--- config.mk ---
export PLATFORM = sky130hd
export DESIGN_NAME = rd_arbiter
export DESIGN_NICKNAME = d
export VERILOG_FILES = /design/src/rtl/rd_arbiter.sv
export SDC_FILE = /design/constraint.sdc
export NUM_CORES = 1
export LEC_CHECK = 0
export CAP_MARGIN = 25
export CORE_MARGIN = 8
export CORE_UTILIZATION = 40
export DETAILED_ROUTE_END_ITERATION = 7
export HOLD_SLACK_MARGIN = 0.03
export SLEW_MARGIN = 30
export SYNTH_ARGS = -nofsm -noshare
export SYNTH_HDL_FRONTEND = slang
export SYNTH_SLANG_ARGS = --single-unit
--- constraint.sdc ---
create_clock -name clk -period 4.17 [get_ports clk]
set_input_delay 0.6255 -clock clk [delete_from_list [all_inputs] [get_ports clk]]
set_output_delay 0.6255 -clock clk [all_outputs]
set_load 0.01 [all_outputs]
--- src/rtl/rd_arbiter.sv ---
// rd_arbiter: round-robin arbiter sharing one downstream read-handshake unit
// among N requesters. Serialises requests onto a single rd line, routes the
// returned ack to the owner as a done pulse, and aborts with err when ack
// fails to arrive within TIMEOUT cycles.
//
// state   | meaning
// --------+--------------------------------------------------------------
// IDLE    | no owner; pick the next requester round-robin from ptr+1
// BUSY    | rd/grant held for the owner; waiting for ack, abort or timeout
// RELEASE | one cycle with rd low so the downstream unit returns to idle
module rd_arbiter #(
  parameter int N       = 4,
  parameter int TIMEOUT = 15,
  parameter int CW      = 4
) (
  input  logic         clk,
  input  logic         rst,
  input  logic [N-1:0] req,
  output logic [N-1:0] grant,
  output logic [N-1:0] done,
  output logic         err,
  output logic         busy,
  output logic         rd,
  input  logic         rd_data_in,
  input  logic         ack_in,
  output logic         rd_data_out
);

  localparam int PW = (N > 1) ? $clog2(N) : 1;
  localparam logic [N-1:0] ONE = {{(N-1){1'b0}}, 1'b1};
  localparam logic [CW-1:0] CNT_LAST = CW'(TIMEOUT - 1);
  localparam logic [PW-1:0] PTR_RST = PW'(N - 1);

  typedef enum logic [1:0] {
    S_IDLE    = 2'd0,
    S_BUSY    = 2'd1,
    S_RELEASE = 2'd2
  } state_t;

  state_t          state_q, state_d;
  logic [N-1:0]    grant_q, grant_d;
  logic [N-1:0]    done_q, done_d;
  logic            err_q, err_d;
  logic            rd_q, rd_d;
  logic            busy_q, busy_d;
  logic [CW-1:0]   cnt_q, cnt_d;
  logic [PW-1:0]   ptr_q, ptr_d;

  logic            found;
  logic [PW-1:0]   win;
  logic [PW-1:0]   idx_pw;

  // Round-robin search: first requester with req high, starting at ptr+1.
  always_comb begin
    found  = 1'b0;
    win    = ptr_q;
    idx_pw = '0;
    for (int i = 1; i <= N; i++) begin
      idx_pw = PW'((int'(ptr_q) + i) % N);
      if (!found && req[idx_pw]) begin
        found = 1'b1;
        win   = idx_pw;
      end
    end
  end

  // Next-state and registered-output logic for the arbitration FSM.
  always_comb begin
    state_d = state_q;
    grant_d = grant_q;
    done_d  = '0;
    err_d   = 1'b0;
    rd_d    = rd_q;
    busy_d  = busy_q;
    cnt_d   = cnt_q;
    ptr_d   = ptr_q;
    case (state_q)
      S_IDLE: begin
        grant_d = '0;
        rd_d    = 1'b0;
        busy_d  = 1'b0;
        if (found) begin
          state_d = S_BUSY;
          grant_d = ONE << win;
          rd_d    = 1'b1;
          busy_d  = 1'b1;
          ptr_d   = win;
          cnt_d   = '0;
        end
      end
      S_BUSY: begin
        cnt_d = cnt_q + 1'b1;
        // Owner withdrawal beats ack, and ack beats timeout on the same edge.
        if (!req[ptr_q] || ack_in || (cnt_q == CNT_LAST)) begin
          state_d = S_RELEASE;
          grant_d = '0;
          rd_d    = 1'b0;
          busy_d  = 1'b0;
          cnt_d   = '0;
          if (req[ptr_q]) begin
            if (ack_in) done_d = ONE << ptr_q;
            else        err_d  = 1'b1;
          end
        end
      end
      S_RELEASE: begin
        state_d = S_IDLE;
        grant_d = '0;
        rd_d    = 1'b0;
        busy_d  = 1'b0;
      end
      default: begin
        state_d = S_IDLE;
        grant_d = '0;
        rd_d    = 1'b0;
        busy_d  = 1'b0;
        cnt_d   = '0;
      end
    endcase
  end

  // State and output registers; reset clears everything and rewinds the
  // pointer so requester 0 wins first.
  always_ff @(posedge clk or posedge rst) begin
    if (rst) begin
      state_q <= S_IDLE;
      grant_q <= '0;
      done_q  <= '0;
      err_q   <= 1'b0;
      rd_q    <= 1'b0;
      busy_q  <= 1'b0;
      cnt_q   <= '0;
      ptr_q   <= PTR_RST;
    end else begin
      state_q <= state_d;
      grant_q <= grant_d;
      done_q  <= done_d;
      err_q   <= err_d;
      rd_q    <= rd_d;
      busy_q  <= busy_d;
      cnt_q   <= cnt_d;
      ptr_q   <= ptr_d;
    end
  end

  assign grant       = grant_q;
  assign done        = done_q;
  assign err         = err_q;
  assign busy        = busy_q;
  assign rd          = rd_q;
  assign rd_data_out = rd_data_in & busy_q;

endmodule

==> summary.txt <==
STA
  • Max Clk Rate: 354 MHz
  • Total Neg Setup Slack: 0 ns
  • Final Skew: 0.00709 ns
  • Post-route minimum period: 2.82 ns
  • Relative slew slack: ~55%
  • Unrepaired setup endpoints after global routing: no
  • Slew @ Worst Pin: 0.672 ns
  • Final Max Tran Viols: 0
  • Final period utilization: ~68%
  • Hold violation total from the final report: 0
  • Final-report setup violation count: 0

Placement
  • IO Port Bufs: 19
  • Placed cell count: 149
  • Routability congestion estimate: 0.860
  • HPWL after DPL: 1.63 mm

CTS
  • Clk sinks: 18
  • Clk buf depth: 2
  • Clk slew on worst S/H paths: roughly 0.1 ns
  • Setup bufs post-CTS: 0
  • Post-CTS Hold Buffers: 0
  • Clk_lat worst skew: 0.30 ns
  • Resized cells post-CTS: 0
  • CTS tree: yes
  • TritonCTS buffer count: 3
  • H-tree Lvls: 1
  • CTS Root Cell: clkbuf_4

Setup path
  • Worst r2r path cells: 7
  • Required time of the critical path: 4.41 ns
  • Critical R2R Launch: ptr_q[0]
  • Crit path buf inv count: 1
  • Slowest CP cell: dfstp_2
  • Worst reg2reg setup slack: ~1.3 ns
  • Critical path class: reg2reg
  • CP max stage delay: between 0.7 and 0.8 ns
  • CP max FO: 15
  • Worst setup EP type: flop
  • Worst R2R End: grant[0]
  • Critical Path Source Type: flop
  • Crit path DAT: slightly above 3 ns
  • CP Cell Sequence: inv_1, ha_1, mux4_2, nor2b_1, nor3_2, o31ai_2, a32o_2
  • Delay-heaviest family, CP: flip-flops

Global route
  • Pin count of the biggest net entering global routing: 19
  • Vias in the first global route: 785
  • GRT Total Usage: 10.0%
  • Initial antenna violation count: 0
  • GRT overflow: 0
  • First-pass GRT wire length: 3.57 mm

Yosys
  • Cells after Synth: approximately 100
  • Post-Synthesis Cell Area: between 0.001 and 0.0015 sq mm
  • Count of different cell masters after synthesis: 35
  • Register area share after synthesis: a little over two fifths
  • Number of flops mapped to enable cells by yosys: 0
  • FFs w/ async S/R, synth: between 90% and 100%
  • Post-synth net total: ~120
  • Syn. warnings: 0
  • FF+latch count, synth: 18
  • Synth Flop Type: dfrtp_1
  • Syn Area/Cell: approximately 10 sq um
  • Yosys top cell area share: 37.1%
  • Largest area contributor in the netlist: dfrtp_1
  • Synth area leaders: dfrtp_1 (37%), ha_1 (7.0%), mux4_2 (6.3%)

Final layout
  • Commonest non-fill, non-tap cell in the layout: clkdlybuf4s50_1
  • Non-Filler Instances: 153
  • Area grow syn2layout: 22.2%
  • Util after Layout: 49.5%
  • Fillers: 272
  • Final Net Count: 137
  • Share of cells above drive strength 1: 13.9%
  • Most frequent cells in the layout: clkdlybuf4s50_1 (19), dfrtp_1 (16), nand2_1 (13)
  • Ant. Diodes: 0

Status
  • Status: completed

Die
  • Starting density of the core: 40.5%
  • Die H: 67.9 um
  • Rows: 19
  • Die width: 67.9 um
  • Ports: 20
  • DIE AREA: 0.00461 sq mm
  • Core ar.: 0.00266 sq mm

Run
  • Max_cap viols: 0

Min path
  • Worst Hold End: grant[3]
  • Hold crit path type: reg2reg
  • HP Start: grant[3]
  • Hold path depth: 2

Detailed routing
  • Vias/cell: between 5 and 6
  • First-pass detailed-route iteration total: 4
  • Detail Route Antenna Nets: 0
  • Routed wire length: 2.19 mm
  • Via count: 810
  • Drt initial violations: 34
  • Routed length per placed instance: about 14 um
  • Remaining routing DRC violations: 0

Power
  • PD cells: 663 mW/mm^2
  • Pwr Total: slightly below 0.9 mW
  • Maximum vdd drop: 0.516 mV
  • Static Leak: 0.572 nW
how the worst max path moves through the flow:
stage / from / to / slack, ns / depth (start not counted)
floorplan: ptr_q[0] / grant[0] / 1.64 / 8
global placement: ptr_q[0] / grant[0] / 1.44 / 7
detailed placement: ptr_q[0] / grant[0] / 1.36 / 7
CTS: ptr_q[0] / grant[0] / 1.34 / 7
global route: ptr_q[0] / grant[0] / 1.20 / 7
finish: ptr_q[0] / grant[0] / 1.35 / 7
cells by family after synthesis:
| group | after synthesis | share of synthesized area (%) |
|---|---|---|
| mux | 8 | 12.6 |
| compound gates | 24 | 15.8 |
| simple gates | 36 | 16.8 |
| fa+ha+maj | 6 | 6.96 |
| flops | 18 | 42.0 |
| xor+xnor | 2 | 1.62 |
| buf+inv | 9 | 4.18 |
layout make-up:
class,instances,area (sq um),share of cell area (%)
flip-flops and latches,18,453,34.4
clock buffers,4,36.3,2.75
multi-input cells,76,581,44.1
inverters,5,18.8,1.42
repair buffers,19,190,14.4
well taps,31,38.8,2.94
stage by stage:
| stage | instance area (sq um) | worst slack (ns) | hold slack [ns] |
|---|---|---|---|
| finish | 1320 | 1.35 | 0.506 |
| global route | 1320 | 1.20 | 0.528 |
| CTS | 1320 | 1.34 | 0.508 |
| detailed placement | 1280 | 1.36 | 0.480 |
| global placement | 1280 | 1.44 | 0.474 |
| floorplan | 1080 | 1.64 | 0.472 |
Yosys cell counts, types with 3 or more instances:
master    n
o21ai_0   9
and2_1    5
ha_1      6
nor3_1    3
nand2_1  13
inv_1     5
mux4_2    3
o31ai_1   3
nor2b_1   3
nand3_1   3
nor2_1    3
dfrtp_1  16
power breakdown:
group | total (mW) | internal (mW) | switching, mW
registers | 0.287 | 0.226 | 0.0615
logic | 0.476 | 0.236 | 0.240
clock network | 0.110 | 0.0533 | 0.0572
worst reg2reg max path: cells and delay by family, from the launching register on:
family	cells	cell delay, ns
multiplexers	1	0.58
adder cells (fa/ha/maj)	1	0.41
AO/OA/AOI/OAI	2	0.64
flip-flops	1	0.74
buffers and inverters	1	0.18
AND/OR/NAND/NOR	2	0.22
per-layer routing:
layer / up-vias / global-route usage [%] / wire length [um] / part of all wire, %
li1: 409 / - / - / -
met1: 379 / 12.9 / 1060 / 48
met2: 20 / 15.0 / 975 / 45
met3: 2 / 4.09 / 147 / 6.7
met4: 0 / 3.07 / 10 / 0.46
met5: - / 0 / 0 / 0
registers in the layout, indices dropped and copies added, names as in the netlist:
signal and cells:
busy 1, grant 4, cnt_q 4, ptr_q 2
err 1, state_q 2, done 4
No activity file was read; power rests on OpenSTA's default activity.
